--- src/rtl/coffee_pkg.sv ---
// Shared definitions for the coffee-maker datapath: amount width, coin
// denominations and the change-dispenser state encoding.
package coffee_pkg;

  localparam int AMT_W_DEFAULT = 4;

  localparam int COIN_HI_UNITS = 5;
  localparam int COIN_LO_UNITS = 1;

  typedef enum logic [1:0] {
    DISP_IDLE,
    DISP_PULSE,
    DISP_GAP,
    DISP_DONE
  } disp_state_t;

  function automatic int coin_units(input logic hi);
    return hi ? COIN_HI_UNITS : COIN_LO_UNITS;
  endfunction

endpackage

--- src/rtl/pulse_timer.sv ---
// Reloadable down-counter; expire marks the last cycle of a loaded interval
// (a load of N-1 yields an interval of N cycles).
module pulse_timer #(
  parameter int CNT_W = 4
) (
  input  logic             clk,
  input  logic             reset,
  input  logic             load,
  input  logic [CNT_W-1:0] load_val,
  output logic             expire
);

  logic [CNT_W-1:0] cnt;

  always_ff @(posedge clk or negedge reset) begin
    if (!reset) begin
      cnt <= '0;
    end else if (load) begin
      cnt <= load_val;
    end else if (cnt != '0) begin
      cnt <= cnt - CNT_W'(1);
    end
  end

  assign expire = (cnt == '0);

endmodule

--- src/rtl/change_dispenser.sv ---
// Coin ejector sequencer: dispenses the latched change as 500-colon coins
// first, then 100-colon coins, one timed solenoid pulse per coin.
module change_dispenser
  import coffee_pkg::*;
#(
  parameter int PULSE_CYCLES = 10_000_000,
  parameter int GAP_CYCLES   = 10_000_000,
  parameter int AMT_W        = AMT_W_DEFAULT
) (
  input  logic             clk,
  input  logic             reset,
  input  logic             start,
  input  logic [AMT_W-1:0] cambio,
  output logic             coin500,
  output logic             coin100,
  output logic [AMT_W-1:0] remaining,
  output logic             busy,
  output logic             done
);

  localparam int CNT_MAX = (PULSE_CYCLES > GAP_CYCLES) ? PULSE_CYCLES : GAP_CYCLES;
  localparam int CNT_W   = $clog2(CNT_MAX + 1);
  localparam logic [CNT_W-1:0] PULSE_LOAD = CNT_W'(PULSE_CYCLES - 1);
  localparam logic [CNT_W-1:0] GAP_LOAD   = CNT_W'(GAP_CYCLES - 1);

  disp_state_t      state, state_d;
  logic [AMT_W-1:0] amt, amt_d;
  logic             load;
  logic [CNT_W-1:0] load_val;
  logic             expire;
  logic             hi_sel;
  logic             coin500_d, coin100_d;

  pulse_timer #(
    .CNT_W(CNT_W)
  ) u_timer (
    .clk     (clk),
    .reset   (reset),
    .load    (load),
    .load_val(load_val),
    .expire  (expire)
  );

  // Coin drives are registered from the next state so they rise together
  // with PULSE entry and drop asynchronously on reset.
  always_ff @(posedge clk or negedge reset) begin
    if (!reset) begin
      state   <= DISP_IDLE;
      amt     <= '0;
      coin500 <= 1'b0;
      coin100 <= 1'b0;
    end else begin
      state   <= state_d;
      amt     <= amt_d;
      coin500 <= coin500_d;
      coin100 <= coin100_d;
    end
  end

  always_comb begin
    state_d  = state;
    amt_d    = amt;
    load     = 1'b0;
    load_val = PULSE_LOAD;
    case (state)
      DISP_IDLE: begin
        if (start) begin
          amt_d = cambio;
          if (cambio != '0) begin
            state_d = DISP_PULSE;
            load    = 1'b1;
          end else begin
            state_d = DISP_DONE;
          end
        end
      end
      DISP_PULSE: begin
        if (expire) begin
          state_d  = DISP_GAP;
          amt_d    = amt - AMT_W'(coin_units(coin500));
          load     = 1'b1;
          load_val = GAP_LOAD;
        end
      end
      DISP_GAP: begin
        if (expire) begin
          if (amt != '0) begin
            state_d = DISP_PULSE;
            load    = 1'b1;
          end else begin
            state_d = DISP_DONE;
          end
        end
      end
      DISP_DONE: state_d = DISP_IDLE;
      default:   state_d = DISP_IDLE;
    endcase
  end

  // Denomination is fixed on PULSE entry and held until the pulse ends.
  always_comb begin
    if (state == DISP_PULSE) begin
      hi_sel = coin500;
    end else begin
      hi_sel = (32'(amt_d) >= 32'(COIN_HI_UNITS));
    end
    coin500_d = (state_d == DISP_PULSE) && hi_sel;
    coin100_d = (state_d == DISP_PULSE) && !hi_sel;
    busy      = (state != DISP_IDLE);
    done      = (state == DISP_DONE);
    remaining = amt;
  end

endmodule

--- config.mk ---
export PLATFORM = sky130hd
export DESIGN_NAME = change_dispenser
export DESIGN_NICKNAME = d
export VERILOG_FILES = /design/src/rtl/coffee_pkg.sv /design/src/rtl/pulse_timer.sv /design/src/rtl/change_dispenser.sv
export SDC_FILE = /design/constraint.sdc
export NUM_CORES = 1
export LEC_CHECK = 0
export CAP_MARGIN = 20
export CORE_MARGIN = 3
export CORE_UTILIZATION = 45
export DETAILED_ROUTE_END_ITERATION = 8
export MAX_ROUTING_LAYER = met4
export SYNTH_ARGS = -nofsm -noshare
export SYNTH_HDL_FRONTEND = slang
export SYNTH_SLANG_ARGS = --single-unit
--- constraint.sdc ---
create_clock -name clk -period 3.9 [get_ports clk]
set_clock_uncertainty 0.1 [all_clocks]
set_input_delay 0.78 -clock clk [delete_from_list [all_inputs] [get_ports clk]]
set_output_delay 0.78 -clock clk [all_outputs]
set_load 0.1 [all_outputs]
==> metrics.txt, run 1 <==
clock slew at reported path FFs 70 ps; average wire per cell in the routed design 14.9 um; average size of a mapped cell 9.23 um2; critical register-to-register path endpoint u_timer.cnt[19]$_DFFE_PN0P_; Arr. time, crit path 2890 ps; summed instance area of the synthesized netlist 1880 um2; Site Rows 22; number of antenna diodes 0; leading cell types in the layout, fill and taps excluded sky130_fd_sc_hd__dfrtp_1 (32), sky130_fd_sc_hd__nor2_1 (24), sky130_fd_sc_hd__nand2_1 (19); setup repair after global routing missed its margin false; layout cells sized above 1 0.100; Root Driver sky130_fd_sc_hd__clkbuf_8; later-pin clock latency in the skew report 280 ps; final wirelength 4.00 mm; Core Region 3850 um2; Via Count 1497; die outline area 5000 um2; start point of the critical path u_timer.cnt[0]$_DFFE_PN0P_; count of buffers from port buffering 14; total of warnings raised by yosys 0; Worst Reg2Reg Path Length in Cells 8; post-CTS setup repair buffer count 0; max-cap check violation count 0; number of nets in the layout 230; count of nets left with antenna violations after detail routing 0; most frequent standard cell in the layout excluding fill and tap cells sky130_fd_sc_hd__dfrtp_1; width of the die 70.7 um; total leakage power 0.808 nW; portion of the clock cycle consumed by the worst path in the final layout 0.723; post_cts resized 0; Slew headroom 0.352; area growth from synthesis to final layout 14.1%; hold violation count in the final report 0; hold slack final 415 ps; GRT Overall Usage 0.182; R2R Setup Slk 1080 ps; number of antenna violations at the first check in global routing 0; clock buffers created by TritonCTS 5; weighted congestion reported at the end of routability-driven placement 0.818; die height 70.7 um; asr flop ratio synth 1.00; power density over the cells 697 nW/um2; number of vias per cell after detailed routing 5.59; endpoint class of the critical path flop; first-iteration detailed-routing DRC count 114; startpoint of the most critical hold path u_timer.cnt[23]$_DFFE_PN0P_; Req. time, crit path 3970 ps; Max H-tree Level 2; final critical-path required period 2820 ps; startpoint of the worst-slack reg-to-reg timing path u_timer.cnt[0]$_DFFE_PN0P_; number of pins exceeding their max-slew limit in the final report 0; Initial Utilization 0.489; Fmax 354 MHz; timing endpoint of the critical path u_timer.cnt[19]$_DFFE_PN0P_; run status finished, final reports clean; detailed-placement wirelength estimate 2.90 mm; number of top-level pins 15; nets in the synthesized netlist 215; Critical Setup Path Class reg2reg; setup-violating endpoint count in the final report 0; post-synthesis register bit count 32; peak ir drop on the vdd network 0.395 mV; Post-route DRC 0; first-pass GRT wire length 7.04 mm; Pre-Repair DR Iteration Count 4; TNS Setup 0 ps; prevailing post-synth register cell sky130_fd_sc_hd__dfrtp_1; largest net degree at the start of global routing 33; maximum clock insertion buffer count 2; EDFF count, synth 0; via count of the first global-routing pass 1476; Unique masters post-synth 47; grt ovf 0; clock tree from TritonCTS done; Post-CTS Hold Buffers 0; highest net fanout along the worst path 8; Startpoint Class flop; clock tree sinks 32; synthesized netlist cell count 204; measured slew at the worst slew-check pin 970 ps; share of synthesized area occupied by flip-flops and latches 0.425; type of the worst min-delay path reg2reg
==> registers in the layout (all words and copies together) (netlist names) <==
register,cells
coin100,1
u_timer.cnt,24
remaining,4
coin500,1
state,2
==> stage by stage <==
stage | worst slack [ps] | std cells | area (um2) | utilization | total power, mW
floorplan | 1310 | 204 | 1880 | - | 1.07
global placement | 752 | 259 | 2050 | 0.531 | 1.22
detailed placement | 668 | 259 | 2050 | 0.531 | 1.24
CTS | 986 | 267 | 2140 | 0.556 | 1.51
global route | 816 | 268 | 2150 | 0.557 | 1.59
finish | 1080 | 268 | 2150 | 0.557 | 1.50
==> cell type report <==
cell class,count,area (um2)
inverter,9,33.8
clock buffer,7,86.3
clock inverter,1,7.51
sequential,32,801
multi-input combinational,155,1010
fill,358,1710
timing repair buffer,16,150
tap,48,60.1
==> synth_stat cells (6+ instances only) <==
master	n	share of area
sky130_fd_sc_hd__xor2_1	8	0.037
sky130_fd_sc_hd__xnor2_1	11	0.051
sky130_fd_sc_hd__inv_1	9	0.018
sky130_fd_sc_hd__nor3_1	12	0.032
sky130_fd_sc_hd__a21oi_1	9	0.024
sky130_fd_sc_hd__nor4_1	8	0.027
sky130_fd_sc_hd__nand2b_1	7	0.023
sky130_fd_sc_hd__clkbuf_1	6	0.012
sky130_fd_sc_hd__dfrtp_1	32	0.43
sky130_fd_sc_hd__nand2_1	19	0.038
sky130_fd_sc_hd__nor2_1	24	0.048
==> cell families after synthesis <==
family                   share of synthesized area
AO/OA/AOI/OAI                                0.146
XOR/XNOR                                    0.0884
adder cells (fa/ha/maj)                     0.0266
buffers and inverters                       0.0385
flip-flops                                   0.425
multiplexers                               0.00532
AND/OR/NAND/NOR                              0.270
==> critical path, stage by stage, from the launching register on <==
cell	delay, ps
sky130_fd_sc_hd__dfrtp_1	390
sky130_fd_sc_hd__inv_1	100
sky130_fd_sc_hd__ha_1	170
sky130_fd_sc_hd__or3b_1	470
sky130_fd_sc_hd__or4_4	640
sky130_fd_sc_hd__o2111ai_2	410
sky130_fd_sc_hd__nor3_1	140
sky130_fd_sc_hd__xnor2_1	210
sky130_fd_sc_hd__nand2_1	80
==> where the power goes <==
| part | internal (mW) | leakage [nW] | total [mW] | switching (mW) |
|---|---|---|---|---|
| Combinational | 0.226 | 0.393 | 0.732 | 0.506 |
| Clock | 0.143 | 0.0445 | 0.263 | 0.119 |
| Sequential | 0.400 | 0.370 | 0.503 | 0.103 |
==> worst min-delay path by stage <==
stage                                              to  slack, ps  cells past startpoint
after floorplan                     coin100$_DFF_PN0_        380                      0
after global placement     u_timer.cnt[1]$_DFFE_PN0P_        420                      2
after detailed placement  u_timer.cnt[23]$_DFFE_PN0P_        400                      2
after CTS                 u_timer.cnt[23]$_DFFE_PN0P_        420                      2
after global routing       u_timer.cnt[1]$_DFFE_PN0P_        480                      2
final                     u_timer.cnt[23]$_DFFE_PN0P_        410                      2
==> per-layer routing <==
layer  vias to the layer above  wire, um  track usage  share of wire
li1                        755         -            -              -
met4                         0        19       0.0501         0.0048
met5                         -         0            -              0
met3                         2       188       0.0483          0.047
met2                        25      1960        0.272           0.49
met1                       715      1840        0.244           0.46
(Power assumes the default switching activity.)
==> inputs of run 2 (changes only) <==
PLACE_DENSITY = 0.67   (was unset)
clock period = 2.5 ns   (was 3.9 ns; I/O delays follow)
==> metrics.txt, run 2 (synthesis gave the netlist of run 1 again) <==
portion of the clock cycle consumed by the worst path in the final layout 1.00 (was 0.723); type of the worst min-delay path reg2reg (unchanged); Site Rows 22 (unchanged); hold path cells 2 (unchanged); multi-input logic area 1090 um2 (was 1010 um2); setup repair after global routing missed its margin true (was false); most flop-heavy register u_timer.cnt (unchanged); die height 70.7 um (unchanged); width of the die 70.7 um (unchanged); min setup slack post-route -6.17 ps (was 1080 ps); Arr. time, crit path 2580 ps (was 2890 ps); Req. time, crit path 2580 ps (was 3970 ps); clock tree from TritonCTS done (unchanged); leading cell types in the layout, fill and taps excluded sky130_fd_sc_hd__buf_4 (38), sky130_fd_sc_hd__dfrtp_1 (32), sky130_fd_sc_hd__nor2_1 (24) (was sky130_fd_sc_hd__dfrtp_1 (32), sky130_fd_sc_hd__nor2_1 (24), sky130_fd_sc_hd__nand2_1 (19)); average wire per cell in the routed design 14.6 um (was 14.9 um); via count of the first global-routing pass 1734 (was 1476); largest net degree at the start of global routing 33 (unchanged); delay contributed by the slowest stage of the critical path 610 ps (was 640 ps); Root Driver sky130_fd_sc_hd__clkbuf_8 (unchanged); first-iteration detailed-routing DRC count 79 (was 114); final-layout fill cell count 325 (was 358); standard cell area after detailed placement 2300 um2 (was 2050 um2); switching power as a share of total power 0.481 (was 0.486); number of antenna diodes 0 (unchanged); weighted congestion reported at the end of routability-driven placement 0.817 (was 0.818); post-route cell area 2500 um2 (was 2150 um2); Fmax 399 MHz (was 354 MHz); count of nets left with antenna violations after detail routing 0 (unchanged); switching pwr 1.22 mW (was 728 uW); peak ir drop on the vdd network 0.649 mV (was 0.395 mV); Core Region 3850 um2 (unchanged); power density over the cells 1020 nW/um2 (was 697 nW/um2); Via Count 1671 (was 1497); combinational share of power 0.540 (was 0.489); Pre-Repair DR Iteration Count 4 (unchanged); detailed-placement wirelength estimate 3.14 mm (was 2.90 mm); first-pass GRT wire length 7.67 mm (was 7.04 mm); total leakage power 1.00 nW (was 0.808 nW); final critical-path required period 2510 ps (was 2820 ps); slowest cell on the critical path sky130_fd_sc_hd__or4_4 (unchanged); endpoint class of the critical path flop (unchanged); number of pins exceeding their max-slew limit in the final report 0 (unchanged); Post-CTS Hold Buffers 0 (unchanged); Critical Setup Path Class reg2reg (unchanged); hold violation count in the final report 0 (unchanged); cell-internal power 1.32 mW (was 769 uW); count of buffers from port buffering 14 (unchanged); Worst Reg2Reg Path Length in Cells 9 (was 8); Initial Utilization 0.489 (unchanged); violations in the final reports negative setup slack; share of total power in the clock network 0.156 (was 0.175); grt ovf 0 (unchanged); number of antenna violations at the first check in global routing 0 (unchanged); Post-route DRC 0 (unchanged); number of flip-flops under the largest register name 24 (unchanged); later-pin clock latency in the skew report 290 ps (was 280 ps); GRT Overall Usage 0.194 (was 0.182); final wirelength 4.39 mm (was 4.00 mm); part of the total power dissipated in sequential elements 0.304 (was 0.336); clock tree sinks 32 (unchanged); Final Core Density 0.648 (was 0.557); combined flip-flop and latch cell area 801 um2 (unchanged); setup-violating endpoint count in the final report 1 (was 0); number of vias per cell after detailed routing 5.57 (was 5.59); Slew headroom 0.530 (was 0.352); number of top-level pins 15 (unchanged); highest net fanout along the worst path 8 (unchanged); max-cap check violation count 0 (unchanged); die outline area 5000 um2 (unchanged); layout cells sized above 1 0.294 (was 0.100); number of nets in the layout 262 (was 230); sequence of cells on the critical path inv_2 -> ha_4 -> or3b_4 -> or4_4 -> o2111ai_4 -> buf_12 -> nor3_1 -> xnor2_1 -> nor2_1 (was inv_1 -> ha_1 -> or3b_1 -> or4_4 -> o2111ai_2 -> nor3_1 -> xnor2_1 -> nand2_1); area growth from synthesis to final layout 32.7% (was 14.1%); clock buffers created by TritonCTS 5 (unchanged); run status complete, but fails checks (was finished, final reports clean); measured slew at the worst slew-check pin 696 ps (was 970 ps); Startpoint Class flop (unchanged); maximum clock insertion buffer count 2 (unchanged); clock slew at reported path FFs 70 ps (about the same); most frequent standard cell in the layout excluding fill and tap cells sky130_fd_sc_hd__buf_4 (was sky130_fd_sc_hd__dfrtp_1); Max H-tree Level 2 (unchanged)
-- run 2: changes by cell type in the layout (fill, tap and decap cells not counted), sizes merged --
cell,delta
clkinvlp,-1
clkbuf,-2
clkinv,+3
buf,+38
clkdlybuf4s50,-6
-- run 2: cell type report --
| cell class | count | share of cell area |
|---|---|---|
| clock buffers | 5 | 0.0275 |
| clock inverters | 3 | 0.00751 |
| inverters | 9 | 0.0135 |
| multi-input cells | 155 | 0.437 |
| flip-flops and latches | 32 | 0.320 |
| well taps | 48 | 0.0240 |
| repair buffers | 48 | 0.170 |
-- run 2: per-stage QoR --
stage	cells	setup WS, ps	hold slack (ps)	TNS (ps)	power (mW)
6_report	300	-6.17	433	-6.17	2.54
5_1_grt	300	-87.1	493	-574	2.70
4_1_cts	296	-34.8	442	-34.8	2.53
3_5_place_dp	284	-169	417	-535	2.09
3_3_place_gp	284	13.8	409	0	2.05
2_1_floorplan	204	-13.3	104	-48.5	1.69
-- run 2: repair_timing --
item                                    4_1_cts  5_1_grt
setup buffers                                 4        4
pin swaps                                     5        9
endpoints found under the setup margin        9       16
gates resized for setup                       5        3
-- run 2: per-layer routing --
| layer | wire (um) | global-route usage |
|---|---|---|
| met5 | 0 | - |
| met2 | 2150 | 0.315 |
| met3 | 162 | 0.0440 |
| met1 | 2010 | 0.237 |
| met4 | 69 | 0.0689 |
-- run 2: final timing paths --
path / slack, ps / endpoint / startpoint
min in group asynchronous: 520 / u_timer.cnt[18]$_DFFE_PN0P_ / reset
worst max register to register: -6 / u_timer.cnt[21]$_DFFE_PN0P_ / u_timer.cnt[1]$_DFFE_PN0P_
worst max-delay path: -6 / u_timer.cnt[21]$_DFFE_PN0P_ / u_timer.cnt[1]$_DFFE_PN0P_
worst min register to register: 430 / u_timer.cnt[23]$_DFFE_PN0P_ / u_timer.cnt[23]$_DFFE_PN0P_
max in group asynchronous: 1490 / u_timer.cnt[2]$_DFFE_PN0P_ / reset
worst min-delay path: 430 / u_timer.cnt[23]$_DFFE_PN0P_ / u_timer.cnt[23]$_DFFE_PN0P_
-- run 2: worst max-delay path: cells and delay by family (launching register included) --
kind                       cells  cell delay (ps)
and+or+nand+nor                4             1150
DFF                            1              410
buffers and inverters          2              240
AOI/OAI and AO/OA              1              230
xor gates and xnor gates       1              160
adders and majority gates      1              120
-- run 2: power groups by stage --
| stage | clock network, mW | logic (mW) | registers, mW |
|---|---|---|---|
| 6_report | 0.396 | 1.37 | 0.774 |
| 4_1_cts | 0.407 | 1.36 | 0.768 |
| 3_3_place_gp | 0 | 1.28 | 0.768 |
| 5_1_grt | 0.436 | 1.47 | 0.790 |
| 3_5_place_dp | 0 | 1.31 | 0.778 |
| 2_1_floorplan | 0 | 0.646 | 1.04 |
